**config.mk**
```make
export PLATFORM = sky130hd
export DESIGN_NAME = pool_window_gen
export DESIGN_NICKNAME = d
export VERILOG_FILES = /design/src/rtl/pool_window_gen.sv
export SDC_FILE = /design/constraint.sdc
export NUM_CORES = 1
export LEC_CHECK = 0
export BUFFER_PORTS_ARGS = -buffer_cell sky130_fd_sc_hd__buf_2
export CORE_ASPECT_RATIO = 1.2
export CORE_MARGIN = 4
export CORE_UTILIZATION = 50
export CTS_BUF_LIST = sky130_fd_sc_hd__clkbuf_4 sky130_fd_sc_hd__clkbuf_8
export DETAILED_ROUTE_END_ITERATION = 10
export GPL_TIMING_DRIVEN = 0
export MAX_ROUTING_LAYER = met4
export PLACE_DENSITY_LB_ADDON = 0.1
export RECOVER_POWER = 100
export SYNTH_ARGS = -nofsm -noshare
export SYNTH_HDL_FRONTEND = slang
export SYNTH_SLANG_ARGS = --single-unit
```
**constraint.sdc**
```tcl
create_clock -name clk -period 2.7 [get_ports clk]
set_clock_uncertainty 0.1 [all_clocks]
set_input_delay 0.27 -clock clk [delete_from_list [all_inputs] [get_ports clk]]
set_output_delay 0.27 -clock clk [all_outputs]
set_load 0.05 [all_outputs]
```
**src/rtl/pool_window_gen.sv**
```systemverilog
// Streaming 2x2 stride-2 window generator for max pooling.
// One row is held in a line buffer; each odd-row/odd-col pixel completes a window.
module pool_window_gen #(
    parameter int unsigned DATA_WIDTH  = 8,
    parameter int unsigned FMAP_WIDTH  = 28,
    parameter int unsigned FMAP_HEIGHT = 28
) (
    input  logic                         clk,
    input  logic                         rst_n,
    input  logic                         clr,
    input  logic signed [DATA_WIDTH-1:0] pix_in,
    input  logic                         pix_valid,
    output logic signed [DATA_WIDTH-1:0] win_out [4],
    output logic                         win_valid,
    output logic                         frame_done
);

    localparam int unsigned COL_W    = $clog2(FMAP_WIDTH);
    localparam int unsigned ROW_W    = $clog2(FMAP_HEIGHT);
    localparam int unsigned LAST_COL = 2 * (FMAP_WIDTH / 2) - 1;
    localparam int unsigned LAST_ROW = 2 * (FMAP_HEIGHT / 2) - 1;

    logic [COL_W-1:0]             col_q, col_d;
    logic [ROW_W-1:0]             row_q, row_d;
    logic signed [DATA_WIDTH-1:0] left_q;
    logic signed [DATA_WIDTH-1:0] lb [FMAP_WIDTH];

    logic accept;
    logic trig;
    logic last_win;

    assign accept   = pix_valid && !clr;
    // An odd col on an odd row never lands in a dropped column/row: with odd
    // dimensions the dropped last index is even, so no extra bound is needed.
    assign trig     = accept && row_q[0] && col_q[0];
    assign last_win = (row_q == ROW_W'(LAST_ROW)) && (col_q == COL_W'(LAST_COL));

    always_comb begin
        col_d = col_q;
        row_d = row_q;
        if (accept) begin
            if (col_q == COL_W'(FMAP_WIDTH - 1)) begin
                col_d = '0;
                row_d = (row_q == ROW_W'(FMAP_HEIGHT - 1)) ? '0 : row_q + 1'b1;
            end else begin
                col_d = col_q + 1'b1;
            end
        end
    end

    always_ff @(posedge clk or negedge rst_n) begin
        if (!rst_n) begin
            col_q      <= '0;
            row_q      <= '0;
            left_q     <= '0;
            win_valid  <= 1'b0;
            frame_done <= 1'b0;
            for (int i = 0; i < 4; i++) begin
                win_out[i] <= '0;
            end
        end else if (clr) begin
            col_q      <= '0;
            row_q      <= '0;
            win_valid  <= 1'b0;
            frame_done <= 1'b0;
        end else begin
            col_q      <= col_d;
            row_q      <= row_d;
            win_valid  <= trig;
            frame_done <= trig && last_win;
            if (accept && row_q[0] && !col_q[0]) begin
                left_q <= pix_in;
            end
            if (trig) begin
                win_out[0] <= lb[col_q - 1'b1];
                win_out[1] <= lb[col_q];
                win_out[2] <= left_q;
                win_out[3] <= pix_in;
            end
        end
    end

    // Line buffer is deliberately unreset; every entry is rewritten on an even row before use.
    always_ff @(posedge clk) begin
        if (accept && !row_q[0]) begin
            lb[col_q] <= pix_in;
        end
    end

endmodule

```
==> results of run 1 <==
power by group through the flow:
stage | logic [mW] | clock network (mW) | registers, mW
finish | 0.837 | 3.52 | 4.63
global placement | 0.735 | 0 | 4.71
CTS | 0.806 | 3.59 | 4.63
detailed placement | 0.743 | 0 | 4.71
global route | 0.877 | 3.78 | 4.63
floorplan | 0.466 | 0 | 4.71
worst register-to-register path, delay by kind of cell (launching register included):
kind | cells | cell delay [ps]
flops | 1 | 390
fa+ha+maj | 1 | 190
simple gates | 2 | 1170
buf+inv | 4 | 610
metal layers:
| layer | track usage (%) | share of wire, % | up-vias |
|---|---|---|---|
| met5 | - | 0 | - |
| met4 | 11.4 | 4.6 | 0 |
| met3 | 4.66 | 6.8 | 90 |
| met2 | 37.9 | 47 | 371 |
| met1 | 36.0 | 41 | 3969 |
| li1 | - | - | 3216 |
logic make-up (layout without fill, tap and decap cells):
group	count (synthesis)	in the layout	synth area share, %
AO/OA/AOI/OAI	78	78	4.64
XOR/XNOR	2	2	0.142
AND/OR/NAND/NOR	200	200	7.53
adder cells (fa/ha/maj)	6	6	0.609
multiplexers	149	149	19.8
flip-flops	276	276	65.1
buffers and inverters	50	182	2.17
how the worst max path moves through the flow:
stage | endpoint | slack (ps) | cells after the start
floorplan | win_out[30] | 9 | 11
global placement | win_out[24] | -1250 | 12
detailed placement | win_out[24] | -1250 | 12
CTS | lb[23][1] | -200 | 5
global route | lb[3][6] | -180 | 3
finish | lb[0][6] | -130 | 7
synthesized netlist by cell type, drive strengths merged (4+ instances only):
cell / count / area share [%]
a21oi: 9 / 0.37
edfxtp: 224 / 55
o22ai: 6 / 0.30
a2111oi: 5 / 0.41
inv: 4 / 0.12
nor2: 45 / 1.4
nor2b: 8 / 0.41
dfrtp: 52 / 11
a22oi: 12 / 0.73
o21ai: 14 / 0.57
nand3: 27 / 1.1
nor3: 7 / 0.28
mux2: 27 / 2.5
nor3b: 4 / 0.28
clkbuf: 12 / 0.37
a2bb2oi: 8 / 0.57
nand2b: 5 / 0.25
ha: 6 / 0.61
o31ai: 4 / 0.28
mux4: 73 / 13
buf: 34 / 1.7
mux2i: 49 / 4.0
nand2: 80 / 2.5
or2: 11 / 0.56
per-stage QoR:
stage               cells  worst slack [ps]  setup TNS, ps  area, µm²  hold slack, ps
floorplan             761              9.33              0      12300            -126
global placement     1126             -1250         -79850      13000             349
detailed placement   1126             -1250         -81050      13000             360
CTS                  1204              -203          -8620      14100            61.1
global route         1213              -179         -12720      14300             112
finish               1213              -126          -4130      14300            94.7
flip-flops by register name, summed over array words and instances (netlist names):
register,cells
lb,224
col_q,5
win_out,32
left_q,8
win_valid,1
row_q,5
frame_done,1
timing repair:
| item | in CTS | in global routing |
|---|---|---|
| cloned | 0 | 0 |
| pin swaps | 1 | 4 |
| endpoints found under the hold margin | 52 | 0 |
| buffers inserted | 1 | 9 |
| hold buffers | 1 | 0 |
| gates resized for setup | 63 | 44 |
| endpoints found under the setup margin | 225 | 199 |
layout make-up:
type                            instances  area [µm²]
Fill cell                            1906        9870
Sequential cell                       276        8030
Multi-Input combinational cell        435        4290
Clock buffer                           55         719
Tap cell                              320         400
Buffer                                 46         367
Timing Repair Buffer                   56         295
Clock inverter                         21         138
Inverter                                4        18.8
placed cells by master (no fill, tap or decap), types with 7 or more instances in the layout:
| master | instances |
|---|---|
| mux2i_1 | 43 |
| clkbuf_1 | 51 |
| a21oi_1 | 9 |
| clkbuf_8 | 49 |
| or2_2 | 9 |
| clkinv_1 | 14 |
| edfxtp_1 | 224 |
| nor2_2 | 11 |
| nand2_1 | 79 |
| nor2_4 | 10 |
| nor2b_1 | 8 |
| mux4_2 | 73 |
| clkbuf_2 | 10 |
| buf_4 | 10 |
| clkbuf_4 | 11 |
| o21ai_0 | 14 |
| nor2_1 | 24 |
| dfrtp_1 | 52 |
| nand3_1 | 21 |
| buf_12 | 7 |
| mux2_2 | 27 |
| a22oi_1 | 10 |
==> summary.md, run 1 <==
| Metric | Value |
|---|---|
| CP required | between 2000 and 3000 ps |
| Worst Setup SP | col_q[1] |
| Largest stage delay, worst path | between 600 and 700 ps |
| GPL Wtd Cong | between 0.9 and 1 |
| Net Sw Frac | 23.1% |
| Worst Setup Start Kind | flop |
| Clock latency on the worst-skew pair | 560 ps |
| Starting Density | approximately half |
| Worst slew pin tran | around 1600 ps |
| Synth Warn # | 0 |
| Final worst slack | -126 ps |
| Buf/Inv on CP | 4 |
| Die ar. | 27200 µm² |
| EDFF count, synth | between 200 and 250 |
| Area of the core | around 24000 µm² |
| ANT cells | 0 |
| Sequential share of the synthesized area | 65.1% |
| Synthesis-to-layout area growth | 15.6% |
| P_int | 6.91 mW |
| Initial antenna violation count | 0 |
| Max_cap viols | 6 |
| Slew margin rel. | -9.38% |
| CP arrival | approximately 2900 ps |
| H-tree depth | 2 |
| Tot Pwr | roughly 9.0 mW |
| Final hold vios | 0 |
| Final wirelength | around 34000 µm |
| Average wire per standard cell | between 20 and 30 µm |
| Crit path max-delay family | simple AND/OR/NAND/NOR gates |
| Layout Nets | approximately 880 |
| RSZ-0062 raised after global routing | yes |
| Pwr/cell area | around 630 nW/µm² |
| Period utilization | 105% |
| Vias | between 7000 and 8000 |
| Period minus WS final | about 2800 ps |
| Hold path cells | 4 |
| Slew Limit Fails | 186 |
| Failing checks | capacitance limit, slew limit, setup timing |
| First-pass GRT wire length | around 50000 µm |
| Synthesized area per cell | between 15 and 20 µm² |
| Clock sinks | 276 |
| DP HPWL | ~23000 µm |
| Boundary Pins | between 40 and 50 |
| Port bufs | 45 |
| Synthesized area | 12300 µm² |
| Distinct cells, synth | 54 |
| Net switching power figure | between 2 and 2.5 mW |
| Max VDD drop | 401 µV |
| Gr ovfl total | 0 |
| Clock root buffer | clkbuf_8 |
| Logic pwr share | under 10% |
| DRC viols | 0 |
| Flop pwr share | 51.5% |
| Crit Path Class | flop to flop |
| Final setup vio count | between 70 and 80 |
| Min-delay worst type | input port to flop |
| Num CTS Buffers | 44 |
| R2R Setup Slk | -130 ps |
| Worst-case hold path end point | row_q[1] |
| Main synth FF type | edfxtp_1 |
| Worst R2R End | lb[0][6] |
| Vias in the first global route | slightly below 8000 |
| R2R cell count | 7 |
| DRC violation total after the first TritonRoute iteration | roughly 750 |
| Avg Vias per Cell | between 6 and 7 |
| Die H | 180 µm |
| Largest net degree at the start of global routing | 53 |
| Worst R2R Start | col_q[1] |
| Crit path capture type | flop |
| F_max | approximately 350 MHz |
| Final Core Density | about three fifths |
| DR pass1 iterations | 6 |
| Outcome | finished, violations left |
| Post-Syn Nets | a little under 800 |
| Pleak | 4.86 nW |
| HP Start | pix_valid |
| Clock tree from TritonCTS | yes |
| Clock-pin slew on the worst setup and hold paths | approximately 60 ps |
| DRT antenna net count | 0 |
| Max clock buf depth | 3 |
| Yosys reg bits | approximately 280 |
| Chip Width | 151 µm |
| Async SR Flop Fraction | 18.8% |
| Critical path peak fanout | 10 |
| Post-synthesis cell count | 761 |
| Row count | 62 |
| Share of layout cells above drive strength 1 | ~30% |
| Critical-path top delay cell | nor2_2 |
| Gr usage total | about a quarter |
| Clock Power Share | a little under 40% |
| Cell breakdown of the critical path | buf_4 -> buf_12 -> buf_8 -> clkinvlp_4 -> ha_4 -> nand2_1 -> nor2_2 |
No activity file was read; power rests on OpenSTA's default activity.
==> run 2: changes to the inputs <==
--- a/config.mk
+++ b/config.mk
@@ -6,6 +6,7 @@
 export NUM_CORES = 1
 export LEC_CHECK = 0
 export BUFFER_PORTS_ARGS = -buffer_cell sky130_fd_sc_hd__buf_2
+export CAP_MARGIN = 30
 export CORE_ASPECT_RATIO = 1.2
 export CORE_MARGIN = 4
 export CORE_UTILIZATION = 50
==> constraint.sdc (replaced) <==
create_clock -name clk -period 3.4 [get_ports clk]
set_clock_uncertainty 0.1 [all_clocks]
set_input_delay 0.34 -clock clk [delete_from_list [all_inputs] [get_ports clk]]
set_output_delay 0.34 -clock clk [all_outputs]
set_load 0.05 [all_outputs]
==> run 2 against run 1 <==
  * Final area is 3.1% lower
  * Hold slack improved by 57 ps
  * First-iteration DRC count is 1.3% higher
  * The flow finishes with violations (capacitance limit, slew limit)
  * Routed wire length shrank 0.86%
==> summary.md, run 2 (synthesis gave the netlist of run 1 again) <==
| Metric | Value |
|---|---|
| Outcome | finished, violations left |
| Failing checks | capacitance limit, slew limit |
| Clock latency on the worst-skew pair | 570 ps (about the same) |
| Final setup vio count | 0 (-100%) |
| Die ar. | 27200 µm² (unchanged) |
| Setup Slack @ Placement | -646 ps (+609 ps) |
| Commonest non-fill, non-tap cells in the layout | edfxtp_1, nand2_1, mux4_2, clkbuf_1, dfrtp_1 |
| ANT cells | 0 (unchanged) |
| Port bufs | 45 (unchanged) |
| Final hold vios | 0 (unchanged) |
| Largest net degree at the start of global routing | 35 (-34%) |
| DRC violation total after the first TritonRoute iteration | 757 (+1.3%) |
| Area of the core | 24100 µm² (unchanged) |
| Fin Setup TNS | 0 ps (+4130 ps) |
| Chip Width | 151 µm (unchanged) |
| Final wirelength | 33700 µm (-0.86%) |
| Period minus WS final | 3360 ps (+531 ps) |
| Clock sinks | 276 (unchanged) |
| RSZ-0062 raised after global routing | no |
| Crit path capture type | flop |
| CP required | 3720 ps (+940 ps) |
| Slew margin rel. | -7.79% (+1.6 points) |
| Period utilization | 98.7% (-5.9 points) |
| DR pass1 iterations | 5 (-1) |
| DRC viols | 0 (unchanged) |
| Slew Limit Fails | 221 (+19%) |
| Pleak | 4.75 nW (-2.2%) |
| Gr usage total | 26.0% (+0.030 points) |
| Synthesis-to-layout area growth | 12.0% |
| Max VDD drop | 290 µV (-28%) |
| Avg Vias per Cell | 6.28 (-0.34%) |
| Most flops, register | lb |
| Worst Setup Start Kind | flop |
| Gr ovfl total | 0 (unchanged) |
| Max_cap viols | 8 (+2) |
| Share of layout cells above drive strength 1 | 23.5% (-6.8 points) |
| Max clock buf depth | 3 (unchanged) |
| Min-delay worst type | input port to flop |
| F_max | 298 MHz (-16%) |
| DP HPWL | 23100 µm (+0.76%) |
| CP arrival | 3680 ps (+780 ps) |
| Crit Path Class | flop to flop |
| Clock tree from TritonCTS | yes |
| Num CTS Buffers | 44 (unchanged) |
| GPL Wtd Cong | 0.972 (+0.60%) |
| Worst Setup SP | col_q[1] |
| Row count | 62 (unchanged) |
| HP Start | pix_valid |
| Top Registers | lb x224, win_out x32, left_q x8 |
| Vias | 7595 (-0.67%) |
| Fillers | 1941 (+1.8%) |
| Final worst slack | 43.6 ps (+169 ps) |
| Boundary Pins | 46 (unchanged) |
| Pwr/cell area | 515 nW/µm² (-18%) |
| DRT antenna net count | 0 (unchanged) |
| Die H | 180 µm (unchanged) |
| Clock root buffer | clkbuf_8 |
| H-tree depth | 2 (unchanged) |
| First-pass GRT wire length | 50600 µm (+0.74%) |
| Clock-pin slew on the worst setup and hold paths | 70 ps (about the same) |
| Worst slew pin tran | 1620 ps (-23.8 ps) |
| Largest register FFs | 224 (unchanged) |
| Starting Density | 51.1% (unchanged) |
| Leading cell type in the layout, fill and taps excluded | edfxtp_1 |
| Critical path peak fanout | 19 (+9) |
| Vias in the first global route | 7816 (+1.0%) |
| Hold Slack | 152 ps (+57.4 ps) |
| Post-CTS Setup Bufs | 0 (-1) |
| Worst R2R Start | col_q[1] |
| Initial antenna violation count | 0 (unchanged) |
| Average wire per standard cell | 27.9 µm (-0.53%) |
| Layout Nets | 875 (-0.68%) |
run 2: cell types whose count changed in the layout (fill, tap and decap cells not counted), moves of 4 or more:
cell / change
clkbuf_4: -4
nand3_2: -6
mux2i_2: -5
buf_12: -7
nor2_4: -10
nor2_1: +21
nand3_1: +6
nor2_2: -11
clkbuf_1: +12
buf_2: +7
clkbuf_2: -8
mux2i_1: +6
clkinv_2: +4
run 2: through the flow:
step	std cells	total power, mW	cell area, µm²	utilization, %
final	1209	7.11	13800	57.2
after global routing	1209	7.35	13800	57.2
after floorplan	761	4.11	12300	-
after detailed placement	1131	4.33	13000	53.9
after CTS	1209	7.14	13900	57.5
after global placement	1126	4.33	13000	53.7
run 2: final cells by class:
class,count,area (µm²),share of cell area (%)
buffer,45,253,1.83
clock buffer,52,678,4.91
clock inverter,26,188,1.36
inverter,4,15.0,0.109
multi-input combinational,435,4030,29.2
sequential,276,8030,58.1
tap,320,400,2.90
timing repair buffer,51,213,1.54
run 2: final timing paths:
check | end | slack (ps) | depth (start not counted)
worst min-delay path | row_q[1] | 150 | 4
max in group asynchronous | left_q[2] | 590 | 3
worst max-delay path | win_out[24] | 40 | 11
worst min register to register | win_out[12] | 360 | 2
worst max register to register | win_out[24] | 40 | 11
min in group asynchronous | col_q[3] | 430 | 2
run 2: metal layers:
| layer | vias up | global-route usage, % | wire, µm |
|---|---|---|---|
| met5 | - | - | 0 |
| met4 | 0 | 9.76 | 1350 |
| met3 | 86 | 6.02 | 2640 |
| met2 | 368 | 38.9 | 16000 |
| met1 | 3928 | 35.0 | 13700 |
| li1 | 3213 | - | - |
run 2: worst max-delay path, cell delays in order, from the launching register on:
cell and delay (ps):
dfrtp_1 410, buf_2 290, buf_6 290, inv_1 140, ha_1 380, clkbuf_4 290
buf_4 280, buf_4 290, mux2i_1 310, nand2_1 100, nand3_1 210, nand3_1 100
run 2: report_power, final:
part / total [mW] / internal, mW / leakage, nW / switching (mW)
combinational: 0.597 / 0.239 / 1.55 / 0.358
sequential: 3.68 / 3.67 / 2.74 / 0.00576
clock: 2.83 / 1.55 / 0.458 / 1.29
total: 7.11 / 5.46 / 4.75 / 1.65
run 2: what timing repair did:
item / in CTS / in global routing
hold endpoints to repair: 18 / 0
pin swaps: 0 / 0
resized for setup: 6 / 1
setup endpoints to repair: 13 / 10
hold buffers: 1 / 0
cloned: 0 / 0
==> run 3: changes to the inputs <==
==> constraint.sdc (replaced) <==
create_clock -name clk -period 3.4 [get_ports clk]
set_clock_uncertainty 0.1 [all_clocks]
set_input_delay 0 -clock clk [delete_from_list [all_inputs] [get_ports clk]]
set_output_delay 0 -clock clk [all_outputs]
set_load 0.05 [all_outputs]
==> run 3 against run 2 <==
  * The flow still finishes with violations (capacitance limit, slew limit)
  * Non-clock buffer count increased by 13
  * Sequential power about the same
  * Flip-flop and latch count is the same
  * Via count is 0.79% higher
  * Critical endpoint unchanged
  * Largest cell class unchanged
==> summary.md, run 3 (synthesis gave the netlist of run 1 again) <==
| Metric | Value |
|---|---|
| Clock sinks | 276 (unchanged) |
| Pleak | 4.79 nW (+0.95%) |
| Num CTS Buffers | 44 (unchanged) |
| Avg Vias per Cell | 6.26 (-0.28%) |
| Crit path max-delay family | buffers and inverters |
| Max VDD drop | 290 µV (about the same) |
| Gr usage total | 26.1% (+0.11 points) |
| Final setup vio count | 0 (unchanged) |
| Tot Pwr | 7.11 mW (about the same) |
| F_max | 298 MHz (about the same) |
| Top Registers | lb x224, win_out x32, left_q x8 |
| Clock root buffer | clkbuf_8 |
| Leading cell type in the layout, fill and taps excluded | edfxtp_1 |
| Chip Width | 151 µm (unchanged) |
| DP HPWL | 23100 µm (unchanged) |
| Fin Setup TNS | 0 ps (unchanged) |
| Pwr/cell area | 510 nW/µm² (-0.89%) |
| Starting Density | 51.1% (unchanged) |
| Final hold vios | 0 (unchanged) |
| Min-delay worst type | flop to flop |
| H-tree depth | 2 (unchanged) |
| Worst Setup Start Kind | flop |
| Buf/Inv on CP | 6 (unchanged) |
| Clock-pin slew on the worst setup and hold paths | 70 ps (about the same) |
| Crit Path Class | flop to flop |
| Period minus WS final | 3360 ps (+3.14 ps) |
| Placed inst area | 13000 µm² (unchanged) |
| Clock tree from TritonCTS | yes |
| Port bufs | 45 (unchanged) |
| First-pass GRT wire length | 50800 µm (+0.45%) |
| Row count | 62 (unchanged) |
| Boundary Pins | 46 (unchanged) |
| Layout Nets | 888 (+1.5%) |
| Slew margin rel. | -24.7% (-17 points) |
| Worst slew pin tran | 1870 ps (+254 ps) |
| Share of layout cells above drive strength 1 | 23.2% (-0.34 points) |
| Synthesis-to-layout area growth | 13.0% |
| Commonest non-fill, non-tap cells in the layout | edfxtp_1, nand2_1, mux4_2, clkbuf_1, dfrtp_1 |
| ANT cells | 0 (unchanged) |
| Max clock buf depth | 3 (unchanged) |
| DRC violation total after the first TritonRoute iteration | 726 (-4.1%) |
| Gr ovfl total | 0 (unchanged) |
| Initial antenna violation count | 0 (unchanged) |
| Most flops, register | lb |
| DR pass1 iterations | 5 (unchanged) |
| GPL Wtd Cong | 0.972 (unchanged) |
| Largest stage delay, worst path | 410 ps (about the same) |
| Vias | 7655 (+0.79%) |
| Crit path capture type | flop |
| DRT antenna net count | 0 (unchanged) |
| Final worst slack | 40.4 ps (-3.14 ps) |
| Failing checks | capacitance limit, slew limit |
| Slew Limit Fails | 251 (+14%) |
| Largest register FFs | 224 (unchanged) |
| Vias in the first global route | 7877 (+0.78%) |
| Max_cap viols | 8 (unchanged) |
| DRC viols | 0 (unchanged) |
| Setup Slack @ Placement | -646 ps (unchanged) |
| Critical path peak fanout | 19 (unchanged) |
| RSZ-0062 raised after global routing | no |
| Outcome | finished, violations left |
| Average wire per standard cell | 27.6 µm (-1.0%) |
| Die H | 180 µm (unchanged) |
| Largest net degree at the start of global routing | 35 (unchanged) |
| Die ar. | 27200 µm² (unchanged) |
| Fin area | 13900 µm² (+0.88%) |
| Cell breakdown of the critical path | buf_2 -> buf_6 -> inv_1 -> ha_1 -> clkbuf_4 -> buf_4 -> buf_4 -> mux2i_1 -> nand2_1 -> nand3_1 -> nand3_1 |
| Period utilization | 98.8% (about the same) |
| CP required | 3710 ps (about the same) |
| Critical-path top delay cell | dfrtp_1 |
| Final wirelength | 33700 µm (about the same) |
| CP arrival | 3670 ps (about the same) |
| Area of the core | 24100 µm² (unchanged) |
| Clock latency on the worst-skew pair | 560 ps (about the same) |
[run 3: cell count changes in the layout (fill, tap and decap cells not counted), sizes merged]
cell	delta
clkbuf	+1
dlymetal6s4s	-1
dlygate4sd3	+13
[run 3: worst paths after layout]
| check | endpoint | slack (ps) | startpoint | cells after the start |
|---|---|---|---|---|
| hold reg to reg | win_out[12] | 360 | left_q[4] | 2 |
| min in group asynchronous | col_q[1] | 1110 | rst_n | 4 |
| hold / removal | win_out[12] | 360 | left_q[4] | 2 |
| setup reg to reg | win_out[24] | 40 | col_q[1] | 11 |
| setup / recovery | win_out[24] | 40 | col_q[1] | 11 |
| max in group asynchronous | left_q[2] | 990 | rst_n | 4 |
[run 3: area by class of cell]
cell class | instances | area [µm²]
clock buffers | 52 | 678
well taps | 320 | 400
fillers | 1929 | 10200
inverters | 4 | 15.0
plain buffers | 45 | 253
clock inverters | 26 | 188
repair buffers | 64 | 334
flip-flops and latches | 276 | 8030
multi-input cells | 435 | 4030
[run 3: routing by layer]
metal  vias up  global-route usage [%]  routed length, µm
li1       3234                       -                  -
met1      3959                    35.0              13400
met2       367                    39.2              16000
met3        95                    6.02               2870
met4         0                    9.76               1390
met5         -                       -                  0
[run 3: per-stage QoR]
stage / hold slack, ps / util [%] / std cells
detailed placement: -93.6 / 53.9 / 1131
finish: 358 / 57.7 / 1222
global placement: 215 / 53.7 / 1126
CTS: 371 / 58.1 / 1222
global route: 400 / 57.7 / 1222
floorplan: -396 / - / 761
[run 3: report_power, final]
group | total, mW | switching (mW) | internal, mW | leakage (nW)
Sequential | 3.68 | 0.00578 | 3.67 | 2.74
Clock | 2.82 | 1.28 | 1.55 | 0.458
Combinational | 0.605 | 0.357 | 0.248 | 1.59
Total | 7.11 | 1.64 | 5.47 | 4.79
[run 3: worst register-to-register path, cell delays in order (launching register included)]
cell and delay, ps:
dfrtp_1 410, buf_2 290, buf_6 290, inv_1 160, ha_1 380, clkbuf_4 290
buf_4 280, buf_4 290, mux2i_1 330, nand2_1 100, nand3_1 220, nand3_1 100
[run 3: repair_timing]
action | CTS | global route
gates cloned | 0 | 0
setup endpoints to repair | 13 | 10
resized for setup | 6 | 1
endpoints found under the hold margin | 295 | 0
hold buffers | 14 | 0
buffers inserted | 0 | 0
